==> src/rtl/pr_sched.sv <==
// pr_sched: round-robin scheduler for the shared partial-reconfiguration
// bitstream channel. It frames each granted requester's payload with start
// and end markers and then holds the channel until the target slot reports
// PR_DONE or the wait times out.
module pr_sched #(
   parameter int DWIDTH = 32,
   parameter int NREQ   = 4,
   parameter int TMO    = 1024
) (
   input  logic              clk,
   input  logic              rst,
   input  logic [NREQ-1:0]   REQ,
   input  logic [4*NREQ-1:0] REQ_SLOT,
   output logic [NREQ-1:0]   GNT,
   input  logic              SRC_VALID,
   input  logic [DWIDTH-1:0] SRC_DATA,
   input  logic              SRC_LAST,
   output logic              SRC_READY,
   output logic              PR_VALID,
   output logic [DWIDTH-1:0] PR_DATA,
   input  logic              PR_READY,
   input  logic [15:0]       PR_DONE_VEC,
   output logic              DONE,
   output logic              ERR,
   output logic              BUSY
);

   localparam int IW = $clog2(NREQ);
   localparam int CW = $clog2(TMO);
   localparam logic [IW-1:0] LAST_IDX = IW'(NREQ - 1);
   localparam logic [CW-1:0] TMO_LAST = CW'(TMO - 1);

   typedef enum logic [4:0] {
      S_IDLE = 5'b00001,
      S_HDR  = 5'b00010,
      S_DATA = 5'b00100,
      S_TAIL = 5'b01000,
      S_WAIT = 5'b10000
   } state_t;

   // Frame marker: {D, slot, 00, tag}; tag is BEEF for start, DEAD for end.
   function automatic logic [31:0] marker_word(input logic [3:0] slot, input logic [15:0] tag);
      return {4'hD, slot, 8'h00, tag};
   endfunction

   state_t          state_q, state_d;
   logic [NREQ-1:0] gnt_q, gnt_d;
   logic [IW-1:0]   win_q, win_d;
   logic [3:0]      slot_q, slot_d;
   logic [IW-1:0]   rr_q, rr_d;
   logic [CW-1:0]   cnt_q, cnt_d;
   logic            done_q, done_d;
   logic            err_q, err_d;
   logic            busy_q;

   logic [IW-1:0]   pick_s;
   logic            found_s;
   int              arb_idx_s;
   logic [IW-1:0]   rr_next_s;
   logic            done_hit_s;

   // Round-robin search: the lowest offset from rr_q with REQ set wins.
   always_comb begin
      pick_s    = '0;
      found_s   = 1'b0;
      arb_idx_s = 0;
      for (int k = NREQ - 1; k >= 0; k--) begin
         arb_idx_s = int'(rr_q) + k;
         arb_idx_s = (arb_idx_s >= NREQ) ? (arb_idx_s - NREQ) : arb_idx_s;
         pick_s    = REQ[arb_idx_s] ? IW'(arb_idx_s) : pick_s;
         found_s   = found_s | REQ[arb_idx_s];
      end
   end

   assign rr_next_s  = (win_q == LAST_IDX) ? '0 : (win_q + {{(IW-1){1'b0}}, 1'b1});
   assign done_hit_s = PR_DONE_VEC[slot_q];

   // Next-state and next-register values for the transfer sequencer.
   always_comb begin
      state_d = state_q;
      gnt_d   = gnt_q;
      win_d   = win_q;
      slot_d  = slot_q;
      rr_d    = rr_q;
      cnt_d   = cnt_q;
      done_d  = 1'b0;
      err_d   = 1'b0;
      case (state_q)
         S_IDLE: begin
            if (found_s) begin
               win_d   = pick_s;
               slot_d  = REQ_SLOT[4*int'(pick_s) +: 4];
               gnt_d   = {{(NREQ-1){1'b0}}, 1'b1} << pick_s;
               state_d = S_HDR;
            end else begin
               gnt_d   = '0;
            end
         end
         S_HDR: begin
            if (PR_READY) begin
               state_d = S_DATA;
            end else begin
               state_d = S_HDR;
            end
         end
         S_DATA: begin
            if (SRC_VALID && PR_READY && SRC_LAST) begin
               state_d = S_TAIL;
            end else begin
               state_d = S_DATA;
            end
         end
         S_TAIL: begin
            if (PR_READY) begin
               state_d = S_WAIT;
               cnt_d   = '0;
            end else begin
               state_d = S_TAIL;
            end
         end
         S_WAIT: begin
            // Slot completion beats a coincident timeout.
            if (done_hit_s) begin
               done_d  = 1'b1;
               gnt_d   = '0;
               rr_d    = rr_next_s;
               state_d = S_IDLE;
            end else if (cnt_q == TMO_LAST) begin
               err_d   = 1'b1;
               gnt_d   = '0;
               rr_d    = rr_next_s;
               state_d = S_IDLE;
            end else begin
               cnt_d   = cnt_q + {{(CW-1){1'b0}}, 1'b1};
            end
         end
         default: begin
            state_d = S_IDLE;
            gnt_d   = '0;
         end
      endcase
   end

   // PR bus and source handshake: markers in HDR/TAIL, pass-through in DATA.
   always_comb begin
      PR_VALID  = 1'b0;
      PR_DATA   = '0;
      SRC_READY = 1'b0;
      case (state_q)
         S_HDR: begin
            PR_VALID = 1'b1;
            PR_DATA  = DWIDTH'(marker_word(slot_q, 16'hBEEF));
         end
         S_DATA: begin
            PR_VALID  = SRC_VALID;
            PR_DATA   = SRC_DATA;
            SRC_READY = PR_READY;
         end
         S_TAIL: begin
            PR_VALID = 1'b1;
            PR_DATA  = DWIDTH'(marker_word(slot_q, 16'hDEAD));
         end
         default: begin
            PR_VALID  = 1'b0;
            PR_DATA   = '0;
            SRC_READY = 1'b0;
         end
      endcase
   end

   // State and registered outputs; reset abandons any frame in progress.
   always_ff @(posedge clk) begin
      if (rst) begin
         state_q <= S_IDLE;
         gnt_q   <= '0;
         win_q   <= '0;
         slot_q  <= '0;
         rr_q    <= '0;
         cnt_q   <= '0;
         done_q  <= 1'b0;
         err_q   <= 1'b0;
         busy_q  <= 1'b0;
      end else begin
         state_q <= state_d;
         gnt_q   <= gnt_d;
         win_q   <= win_d;
         slot_q  <= slot_d;
         rr_q    <= rr_d;
         cnt_q   <= cnt_d;
         done_q  <= done_d;
         err_q   <= err_d;
         busy_q  <= (state_d != S_IDLE);
      end
   end

   assign GNT  = gnt_q;
   assign DONE = done_q;
   assign ERR  = err_q;
   assign BUSY = busy_q;

endmodule

==> config.mk <==
export PLATFORM = sky130hd
export DESIGN_NAME = pr_sched
export DESIGN_NICKNAME = d
export VERILOG_FILES = /design/src/rtl/pr_sched.sv
export SDC_FILE = /design/constraint.sdc
export NUM_CORES = 1
export LEC_CHECK = 0
export ABC_CLOCK_PERIOD_IN_PS = 3100
export CAP_MARGIN = 20
export CELL_PAD_IN_SITES_DETAIL_PLACEMENT = 0
export CELL_PAD_IN_SITES_GLOBAL_PLACEMENT = 1
export CORE_MARGIN = 1
export CORE_UTILIZATION = 27
export DETAILED_ROUTE_END_ITERATION = 10
export PLACE_DENSITY_LB_ADDON = 0.1
export SYNTH_ARGS = -nofsm -noshare
export SYNTH_HDL_FRONTEND = slang
export SYNTH_SLANG_ARGS = --single-unit
==> constraint.sdc <==
create_clock -name clk -period 3.1 [get_ports clk]
set_input_delay 0.775 -clock clk [delete_from_list [all_inputs] [get_ports clk]]
set_output_delay 0.775 -clock clk [all_outputs]
set_load 0.02 [all_outputs]
* Word level (Yosys, flattened, before mapping)
Index checks and enable logic that the tools add are counted.
** Storage, ports and cells
- Register bits after elaboration :: 30
- Output and inout bits :: 41
- Word-level logic and storage cells :: 103
** Operators by class
- Order comparisons :: 9
- Shifts and indexed selects :: 2
- Bitwise gates (word level) :: 5
- Mux-type cells :: 45
- Add/subtract/negate cells :: 9
- Reductions and logical operators :: 12
- Eq/ne operators :: 12
** Operators with widths (number)
- 32-bit by 4-bit < comparator with 1-bit output, second input constant :: 4
- 32-bit two-way mux :: 4
- 32-bit one-hot mux with 3 select lines :: 1
- 10-bit two-way mux :: 3
- 5-bit one-hot mux with 5 select lines :: 1
- 5-bit two-way mux :: 4
- 10-bit one-hot mux with 2 select lines :: 1
- 4-bit two-way mux :: 4
- 16-bit by 5-bit indexed part select with 4-bit output :: 1
- 2-bit two-way mux :: 7
- 1-bit two-way mux :: 12
- 4-bit one-hot mux with 3 select lines :: 1
- 3-bit by 3-bit subtractor with 4-bit output, second input constant :: 3
- 10-bit by 1-bit adder with 10-bit output, second input constant :: 1
- 10-bit equality test, second input constant :: 1
- 3-bit >= comparator, second input constant :: 3
- 1-bit binary-select mux with 2-bit select :: 4
- 2-bit by 2-bit adder with 3-bit output, second input constant :: 2
- 2-bit != test, second input constant :: 3
- 2-bit AND reduction :: 3
- 3-bit OR reduction :: 2
- 5-bit by 1-bit equality test with 1-bit output, second input constant :: 1
- 5-bit by 2-bit equality test with 1-bit output, second input constant :: 1
- 5-bit by 3-bit equality test with 1-bit output, second input constant :: 1
- other kinds (20) :: 26

* Longest topological paths before layout
Gate-level depths: netlist of run 1.
- Depth after elaboration :: 13
- Gate-level depth with buffers :: 8
- Mapped depth without buffers :: 7

* Worst setup path after synthesis of run 1
Ideal clock, no wire load.
- Path type :: register to output
- From :: reg state_q[4]
- To :: out PR_DATA[10]
- Buffers on the path :: 2
- Arrival :: 1.953 ns
- Setup slack :: 0.372 ns
- Stages on the path, launching flop included :: 6
- Path through :: dfxtp_1 > or2_2 > clkbuf_1 > nor3_1 > clkbuf_1 > a21o_1
** On the way
- Word-level cells in the longest chain between the ends :: 2
- Elaborated cells on any way between the ends :: 4
** Ends and longest elaborated chain
- start, declared :: line 46 : state_t state_q, state_d;
- start signal, assigned :: line 184 : state_q <= state_d;
- 5-bit by 4-bit equality test with 1-bit output, or another cell as far along :: line 149 : case (state_q)
- 32-bit one-hot mux with 3 select lines (*) :: line 149
- end, declared :: line 20 : output logic [DWIDTH-1:0] PR_DATA,
Mark *: on every way between the ends. The rest lies on a longest branch, timed or not.

* Worst setup path after layout of run 1
- From :: reg state_q[4]
- To :: out PR_DATA[24]
The elaborated chain is that of the path after synthesis.

==> results of run 1 <==
[kinds of logic (layout without fill, tap and decap cells)]
logic type | count (synthesis) | after routing
AND/OR/NAND/NOR | 96 | 96
AO/OA/AOI/OAI | 64 | 64
flip-flops | 30 | 30
buffers and inverters | 27 | 148
multiplexers | 20 | 20
XOR/XNOR | 6 | 6
adder cells (fa/ha/maj) | 2 | 2
[timing repair]
| item | 4_1_cts | 5_1_grt |
|---|---|---|
| resized for setup | 1 | 35 |
| gates cloned | 0 | 1 |
| buffers inserted | 0 | 3 |
| endpoints found under the setup margin | 11 | 34 |
| pin swaps | 0 | 1 |
| endpoints found under the hold margin | 0 | 0 |
[worst max-delay path, delay by kind of cell (launching register included)]
family                 cells  cell delay (ns)
buffers and inverters      3             0.62
AOI/OAI and AO/OA          1             0.18
and+or+nand+nor            2             0.69
DFF                        1             0.35
[path summary, 6_finish.rpt]
kind,startpoint,to,slack [ns],cells after the start
setup / recovery,state_q[4],PR_DATA[24],0.21,6
hold / removal,GNT[0],GNT[0],0.48,2
setup reg to reg,slot_q[2],rr_q[0],0.75,6
hold reg to reg,GNT[0],GNT[0],0.48,2
[per-layer routing]
layer	routed length, um	GRT usage [%]
met1	2930	19.5
met2	3070	28.0
met3	329	2.71
met4	45	4.40
met5	0	0
[state kept, by name, summed over array words and instances (netlist names)]
name / cells
rr_q: 2
win_q: 2
BUSY: 1
cnt_q: 10
state_q: 5
ERR: 1
DONE: 1
slot_q: 4
GNT: 4
[area by class of cell]
type,instances,area (um^2),share of cell area [%]
clock inverter,2,12.5,0.355
sequential,30,601,17.1
tap,99,124,3.52
clock buffer,6,82.6,2.34
inverter,12,45.0,1.28
multi-input combinational,188,1320,37.6
timing repair buffer,128,1330,37.9
[power breakdown]
part	switching, mW	internal, mW
Sequential	0.0446	0.415
Combinational	0.245	0.274
Clock	0.151	0.178
[cells in the mapped netlist (3+ instances only)]
cell type   n  area share [%]
a21o_1     18             6.7
a21oi_1    11             2.7
a22o_1      5             2.2
a31oi_1     4             1.2
a41o_1      4             2.0
and2_1     13             4.0
clkbuf_1   12             2.2
dfxtp_1    30              30
inv_1      12             2.2
mux2i_1    17             8.4
nand2_1    15             2.8
nand2b_1    6             1.9
nand3_1     4            0.99
nand3b_1    5             1.9
nor2_1     20             3.7
nor2b_1     3            0.93
nor3_1      8             2.0
nor4_1      3            0.93
o21ai_0     4            0.99
o221ai_1    4             1.7
o22ai_1     3            0.93
o32ai_1     4             1.7
or3_1       3            0.93
xnor2_1     5             2.2
[stage by stage]
stage	instance area (um^2)	worst slack, ns
floorplan	2020	0.372
global placement	3310	0.239
detailed placement	3310	0.190
CTS	3410	0.00236
global route	3520	0.0785
finish	3520	0.211
==> key figures, run 1 <==
Run status
  • Status: complete, no violations

STA
  • F_max: 346 MHz
  • Least-Margin Pin Slew: 0.548 ns
  • Final Cycle Share: 93.2%
  • Slew HR: 63.2%
  • Fin. Hold Viols: 0
  • Setup TNS: 0 ns
  • RSZ-0062 raised after global routing: false
  • Hold Slack: 0.481 ns
  • Setup violations, final: 0
  • Min Tclk post-route: 2.89 ns
  • Clk_skew: 0.00687 ns
  • Max Slew Vio Count: 0

Synthesis
  • Mux contribution to synthesized area: 10.7%
  • Synth unique cells: 48
  • Xor/xnor cell area share of the yosys netlist: 2.60%
  • Top_reg_cell synth: dfxtp_1
  • Syn nets: 320
  • Post-Synth Simple-Gate Area: 27.0%
  • Syn avg cell area: 8.25 um^2
  • Number of synthesized flops with an enable pin: 0
  • Adder-cell share of the synthesized area: 1.24%
  • Yosys Warn Count: 0
  • Sequential area share after synthesis: 29.7%
  • Cell Area, Synth: 2020 um^2
  • Largest family of logic cells by synthesized area: simple AND/OR/NAND/NOR gates
  • Async S/R FF share, synth: 0%
  • Compound-Gate Fraction of Synth Area: 23.3%
  • Post-Syn Instances: 245
  • Yosys reg bits: 30

Final layout
  • Filler cells: 730
  • Layout Utilization: 48.6%
  • Fin nets: 440
  • Share of cells above drive strength 1: 9.56%
  • Most frequent cells in the layout: clkdlybuf4s50_1, dlymetal6s2s_1, dfxtp_1
  • Final cell count without fillers: 465
  • Commonest non-fill, non-tap cell in the layout: clkdlybuf4s50_1
  • P&R area growth vs syn: 74.3%
  • Antenna cells: 0

Clock tree
  • Cts hold-fix bufs: 0
  • Clk sinks: 30
  • Clk Latency, worst-skew pair: 0.28 ns
  • CTS tree: yes
  • Cts bufs inserted: 5
  • Clock transition at path regs: 0.07 ns
  • Htree depth: 2
  • Clock Path Buffers: 2
  • Root Buffer: clkbuf_8

Global route
  • Number of global-route vias before repair: 2,127
  • GRT Residual Overflow: 0
  • Initial antenna violation count: 0
  • First-pass GRT wire length: 9.83 mm
  • Tot GR Track Use: 15.8%
  • Largest net degree at the start of global routing: 20

Route
  • Via Count: 2,226
  • DRC violations left: 0
  • Initial drt markers: 65
  • Drt first pass iters: 4
  • Drt wl/cell: 13.7 um
  • Antenna viol nets, final: 0
  • Total routed wirelength: 6.38 mm
  • Routed vias/inst: 4.79

Setup path
  • CP cell instances: or2_2 -> nor4b_4 -> buf_4 -> buf_2 -> a22o_1 -> dlymetal6s2s_1
  • Critical Path AT: 2.11 ns
  • Critical Path End Type: primary output
  • CP Launch Type: flip-flop
  • Max stage delay on crit path: 0.37 ns
  • CP Max Fanout: 9
  • CP max stage cell: or2_2
  • WP data required: 2.32 ns
  • CP Class: flip-flop to primary output

Placement
  • Placer Congestion: 0.740
  • Placed cells: 453
  • Port buffer count: 113
  • Dpl hpwl: 4.90 mm

Floorplanning
  • Die width: 88.5 um
  • Ports: 114
  • Initial core utilization: 27.9%
  • Die Area: 7830 um^2
  • DIE HEIGHT: 88.5 um
  • Core area: 7250 um^2
  • # rows: 31

Power
  • Tot Pwr: 1.31 mW
  • Worst vdd ir: 0.165 mV
  • Pleak: 2.04 nW
  • Pwr dens: 371 nW/um^2

Hold path
  • Hold Path Class: flip-flop to flip-flop

Run
  • Maxcap violations: 0
Power figures use the tool's default switching activity.
==> run 2, diff against run 1 <==
Settings changed: RECOVER_POWER set to 50.
==> run 2 against run 1 <==
Sequential power is essentially flat. Utilization is 0.19 points lower. First-iteration DRC count grew 4.6%. Combinational power fell by 2%. Via count is 0.27% lower. Final cell count did not move. Die area stayed put. Wire length about the same. Total power down 0.87%. Fmax about the same. Clock-buffer cell count is the same. Highest routed layer unchanged.
==> key figures, run 2 (synthesized netlist as in run 1, its figures left out) <==
Power
  • Pwr dens: 369 nW/um^2 (-0.48%)
  • Tot Pwr: 1.30 mW (-0.87%)
  • Pleak: 2.06 nW (+0.87%)
  • Worst vdd ir: 0.165 mV (+0.36%)
  • Sw frac: 33.8% (+0.18 points)
  • Clock network power share: 25.4% (+0.2 points)
  • Gate power share: 39.1% (-0.5 points)
  • Seq pwr share: 35.4% (+0.2 points)
  • Internal: 0.857 mW (-1.1%)
  • P_sw: 0.438 mW (-0.32%)

Final layout
  • Share of cells above drive strength 1: 8.74% (-0.82 points)
  • Cell area after layout: 3510 um^2 (-0.39%)
  • Fin nets: 440 (unchanged)
  • Max FFs per register: 10 (unchanged)
  • Most frequent cells in the layout: clkdlybuf4s50_1, dlymetal6s2s_1, dfxtp_1
  • Layout Utilization: 48.4% (-0.19 points)
  • Final cell count without fillers: 465 (unchanged)
  • P&R area growth vs syn: 73.6%
  • Most flops, register: cnt_q
  • Antenna cells: 0 (unchanged)
  • Biggest regs: cnt_q: 10 flops, state_q: 5 flops
  • Commonest non-fill, non-tap cell in the layout: clkdlybuf4s50_1

Placement
  • Dpl hpwl: 4.90 mm (unchanged)
  • Placed Instance Area: 3310 um^2 (unchanged)
  • DP Worst Slack: 0.190 ns (unchanged)
  • Placer Congestion: 0.740 (unchanged)
  • Port buffer count: 113 (unchanged)
  • Placed cells: 453 (unchanged)

STA
  • F_max: 346 MHz (about the same)
  • Least-Margin Pin Slew: 0.618 ns (+0.0696 ns)
  • Final setup margin: 0.209 ns (-0.00262 ns)
  • Setup TNS: 0 ns (unchanged)
  • RSZ-0062 raised after global routing: false
  • Min Tclk post-route: 2.89 ns (+0.00262 ns)
  • Clk_skew: 0.00774 ns (+0.000869 ns)
  • Hold Slack: 0.480 ns (-0.000923 ns)
  • Max Slew Vio Count: 0 (unchanged)
  • Fin. Hold Viols: 0 (unchanged)
  • Slew HR: 58.8% (-4.4 points)
  • Final Cycle Share: 93.3% (about the same)
  • Setup violations, final: 0 (unchanged)

Route
  • Routed vias/inst: 4.77 (-0.27%)
  • Antenna viol nets, final: 0 (unchanged)
  • Drt first pass iters: 4 (unchanged)
  • DRC violations left: 0 (unchanged)
  • Total routed wirelength: 6.38 mm (about the same)
  • Initial drt markers: 68 (+4.6%)
  • Drt wl/cell: 13.7 um (about the same)
  • Via Count: 2,220 (-0.27%)

Run
  • Maxcap violations: 0 (unchanged)

Floorplanning
  • Die Area: 7830 um^2 (unchanged)
  • Core area: 7250 um^2 (unchanged)
  • Die width: 88.5 um (unchanged)
  • Ports: 114 (unchanged)
  • DIE HEIGHT: 88.5 um (unchanged)
  • # rows: 31 (unchanged)
  • Initial core utilization: 27.9% (unchanged)

Clock tree
  • Cts bufs inserted: 5 (unchanged)
  • Htree depth: 2 (unchanged)
  • CTS tree: yes
  • Clock transition at path regs: 0.07 ns (about the same)
  • Clock Path Buffers: 2 (unchanged)
  • Root Buffer: clkbuf_8
  • Clk Latency, worst-skew pair: 0.28 ns (about the same)
  • Clk sinks: 30 (unchanged)
  • Cts hold-fix bufs: 0 (unchanged)

Setup path
  • Max stage delay on crit path: 0.37 ns (about the same)
  • CP Class: flip-flop to primary output
  • CP Launch Type: flip-flop
  • Worst Reg2Reg Path Length in Cells: 6 (unchanged)
  • R2R Path End: GNT[3]
  • Critical path buffers and inverters: 3 (unchanged)
  • R2R Setup Slk: 0.56 ns (-0.19 ns)
  • CP cell instances: or2_2 -> nor4b_4 -> buf_4 -> buf_2 -> a22o_1 -> dlymetal6s2s_1
  • Reg2reg start: slot_q[2]
  • WP data required: 2.32 ns (about the same)
  • Critical Path End Type: primary output
  • CP max stage cell: or2_2
  • Crit path from: state_q[4]
  • Critical Path AT: 2.12 ns (about the same)
  • Delay-heaviest family, CP: simple AND/OR/NAND/NOR gates
  • CP Max Fanout: 9 (unchanged)

Hold path
  • Hold Path Depth: 2 (unchanged)
  • Min-delay src: GNT[0]
  • Hold Path Class: flip-flop to flip-flop
  • Hold endpoint: GNT[0]

Global route
  • Initial antenna violation count: 0 (unchanged)
  • Tot GR Track Use: 15.8% (unchanged)
  • First-pass GRT wire length: 9.83 mm (unchanged)
  • GRT Residual Overflow: 0 (unchanged)
  • Number of global-route vias before repair: 2,127 (unchanged)
  • Largest net degree at the start of global routing: 20 (unchanged)

Run status
  • Status: complete, no violations
## run 2: area by class of cell
type | instances | area, um^2
tap | 99 | 124
timing repair buffer | 128 | 1330
fill | 732 | 3740
inverter | 12 | 45.0
clock inverter | 2 | 12.5
sequential | 30 | 601
clock buffer | 6 | 82.6
multi-input combinational | 188 | 1310
## run 2: how the worst max path moves through the flow
stage	to	slack [ns]	cells past startpoint
floorplan	PR_DATA[10]	0.37	5
global placement	rr_q[0]	0.24	7
detailed placement	rr_q[0]	0.19	7
CTS	PR_VALID	0.002	5
global route	PR_DATA[27]	0.08	6
finish	PR_DATA[24]	0.21	6
## run 2: power by group through the flow
stage / registers, mW / clock network, mW / logic, mW
finish: 0.459 / 0.330 / 0.507
global route: 0.466 / 0.360 / 0.556
CTS: 0.461 / 0.340 / 0.529
detailed placement: 0.470 / 0 / 0.526
global placement: 0.470 / 0 / 0.524
floorplan: 0.452 / 0 / 0.307
## run 2: routing by layer
layer | vias to the layer above | global-route usage, % | wire length [um] | part of all wire (%)
met1 | 1011 | 19.5 | 2930 | 46
met2 | 70 | 28.0 | 3060 | 48
met3 | 4 | 2.71 | 347 | 5.4
met4 | 0 | 4.40 | 45 | 0.71
met5 | - | 0 | 0 | 0
li1 | 1135 | - | - | -
## run 2: tightest hold or removal path, cell delays in order, from the launching register on
cell and delay (ns):
dfxtp_1 0.31, inv_1 0.05, o32ai_1 0.07
## run 2: timing repair
action,in CTS,in global routing
setup buffers,0,3
gates cloned,0,1
setup endpoints to repair,11,34
pin swaps,0,1
resized for setup,1,35
==> run 3, diff against run 2 <==
Settings changed: CTS_CLUSTER_DIAMETER set to 150, RECOVER_POWER 50 to 100, SETUP_SLACK_MARGIN set to 0.4.
==> run 3 against run 2 <==
Clock power about the same. First-iteration DRC count increased by 12%. Total power decreased by 1.3%. Register-to-register slack improved by 0.19 ns. Setup slack improved by 0.098 ns. Highest routed layer unchanged. Utilization decreased by 3.3 points. Critical endpoint is now PR_DATA[13]. Via count increased by 0.45%. Final area decreased by 6.8%. Sequential cell count unchanged. Worst hold slack improved by 0.0092 ns.
==> key figures, run 3 (synthesized netlist as in run 1, its figures left out) <==
Run status
  • Status: complete, no violations

Placement
  • Port buffer count: 113 (unchanged)
  • Placed Instance Area: 3320 um^2 (+0.38%)
  • Placed cells: 453 (unchanged)
  • Placer Congestion: 0.694 (-6.2%)
  • Dpl hpwl: 4.89 mm (-0.16%)

Route
  • Drt first pass iters: 4 (unchanged)
  • Total routed wirelength: 6.26 mm (-1.8%)
  • Via Count: 2,230 (+0.45%)
  • DRC violations left: 0 (unchanged)
  • Initial drt markers: 76 (+12%)
  • Antenna viol nets, final: 0 (unchanged)
  • Drt wl/cell: 13.5 um (-1.3%)
  • Routed vias/inst: 4.82 (+0.88%)

Final layout
  • Most frequent cells in the layout: clkdlybuf4s50_1, dfxtp_1, clkbuf_1
  • Register area: 602 um^2 (+0.21%)
  • Most flops, register: cnt_q
  • Final cell count without fillers: 463 (-0.43%)
  • Commonest non-fill, non-tap cell in the layout: clkdlybuf4s50_1
  • P&R area growth vs syn: 61.9%
  • Filler cells: 751 (+2.6%)
  • Biggest regs: cnt_q: 10 flops, state_q: 5 flops
  • Area of the multi-input gates: 1320 um^2 (+0.57%)
  • Max FFs per register: 10 (unchanged)
  • Share of cells above drive strength 1: 11.8% (+3.1 points)
  • Fin nets: 438 (-0.45%)
  • Cell area after layout: 3270 um^2 (-6.8%)
  • Antenna cells: 0 (unchanged)

Power
  • Pleak: 1.42 nW (-31%)
  • P_sw: 0.442 mW (+0.71%)
  • Clock network power share: 26.0% (+0.6 points)
  • Pwr dens: 391 nW/um^2 (+5.8%)
  • Worst vdd ir: 0.162 mV (-1.8%)
  • Tot Pwr: 1.28 mW (-1.3%)
  • Seq pwr share: 35.9% (+0.5 points)
  • Sw frac: 34.5% (+0.70 points)
  • Internal: 0.837 mW (-2.4%)
  • Gate power share: 38.2% (-0.9 points)

Floorplanning
  • # rows: 31 (unchanged)
  • DIE HEIGHT: 88.5 um (unchanged)
  • Core area: 7250 um^2 (unchanged)
  • Ports: 114 (unchanged)
  • Initial core utilization: 27.9% (unchanged)
  • Die Area: 7830 um^2 (unchanged)
  • Die width: 88.5 um (unchanged)

Setup path
  • CP max stage cell: dfxtp_2
  • CP Max Fanout: 10 (+1)
  • Critical path buffers and inverters: 3 (unchanged)
  • Delay-heaviest family, CP: buffers and inverters
  • WP data required: 2.32 ns (about the same)
  • Max stage delay on crit path: 0.35 ns (-0.02 ns)
  • CP Launch Type: flip-flop
  • Critical Path End Type: primary output
  • Critical Path AT: 2.02 ns (-0.10 ns)
  • CP cell instances: or2_4 -> nor4b_4 -> clkbuf_1 -> buf_4 -> a21o_1 -> clkdlybuf4s15_1
  • CP Class: flip-flop to primary output

Clock tree
  • Clk sinks: 30 (unchanged)
  • Htree depth: 2 (unchanged)
  • Clock transition at path regs: 0.07 ns (about the same)
  • CTS tree: yes
  • Clk Latency, worst-skew pair: 0.28 ns (about the same)
  • Cts bufs inserted: 5 (unchanged)
  • Root Buffer: clkbuf_8
  • Clock Path Buffers: 2 (unchanged)

STA
  • Final Cycle Share: 90.1% (-3.2 points)
  • Setup violations, final: 0 (unchanged)
  • Setup TNS: 0 ns (unchanged)
  • Min Tclk post-route: 2.79 ns (-0.0984 ns)
  • RSZ-0062 raised after global routing: true
  • Least-Margin Pin Slew: 0.660 ns (+0.0422 ns)
  • Max Slew Vio Count: 0 (unchanged)
  • F_max: 358 MHz (+3.5%)
  • Fin. Hold Viols: 0 (unchanged)
  • Clk_skew: 0.00558 ns (-0.00216 ns)
  • Slew HR: 56.0% (-2.8 points)

Global route
  • Tot GR Track Use: 16.2% (+0.46 points)
  • Largest net degree at the start of global routing: 15 (-25%)
  • GRT Residual Overflow: 0 (unchanged)
  • Initial antenna violation count: 0 (unchanged)
  • Number of global-route vias before repair: 2,133 (+0.28%)
  • First-pass GRT wire length: 10.1 mm (+2.7%)

Run
  • Maxcap violations: 0 (unchanged)

Hold path
  • Hold Path Class: flip-flop to flip-flop
run 3: power groups by stage:
stage          logic, mW  registers, mW  clock network [mW]
2_1_floorplan      0.311          0.452                   0
3_3_place_gp       0.533          0.469                   0
3_5_place_dp       0.535          0.469                   0
4_1_cts            0.518          0.461               0.341
5_1_grt            0.543          0.466               0.357
6_report           0.488          0.458               0.332
run 3: worst paths after layout:
check	from	end	slack, ns	cells past startpoint
worst max-delay path	state_q[4]	PR_DATA[13]	0.31	6
worst min-delay path	GNT[3]	GNT[3]	0.49	2
worst max register to register	slot_q[2]	GNT[2]	0.75	6
worst min register to register	GNT[3]	GNT[3]	0.49	2
run 3: metal layers:
metal	wire length (um)	vias up	global-route usage, %
met3	393	6	2.61
met2	3060	74	28.1
met1	2750	1020	21.0
met4	55	0	4.11
li1	-	1130	-
met5	0	-	0
run 3: repair_timing:
item | in CTS | in global routing
hold buffers | 0 | 0
cloned | 1 | 0
resized for setup | 80 | 37
pin swaps | 1 | 0
setup buffers | 1 | 0
setup endpoints to repair | 34 | 34
run 3: worst min-delay path: stages (launching register included):
cell	delay (ns)
dfxtp_1	0.31
inv_1	0.05
o32ai_1	0.08
run 3: final cells by class:
class                   count  area share [%]
flip-flops and latches     30            18.4
well taps                  99            3.79
multi-input cells         188            40.4
repair buffers            126            33.1
inverters                  12            1.38
clock buffers               6            2.52
clock inverters             2           0.383
run 3: through the flow:
stage / worst slack [ns] / hold slack (ns) / utilization, %
5_1_grt: 0.197 / 0.513 / 45.1
6_report: 0.307 / 0.489 / 45.1
2_1_floorplan: 0.526 / 0.466 / -
4_1_cts: 0.400 / 0.496 / 46.8
3_5_place_dp: 0.189 / 0.485 / 45.8
3_3_place_gp: 0.226 / 0.471 / 45.8
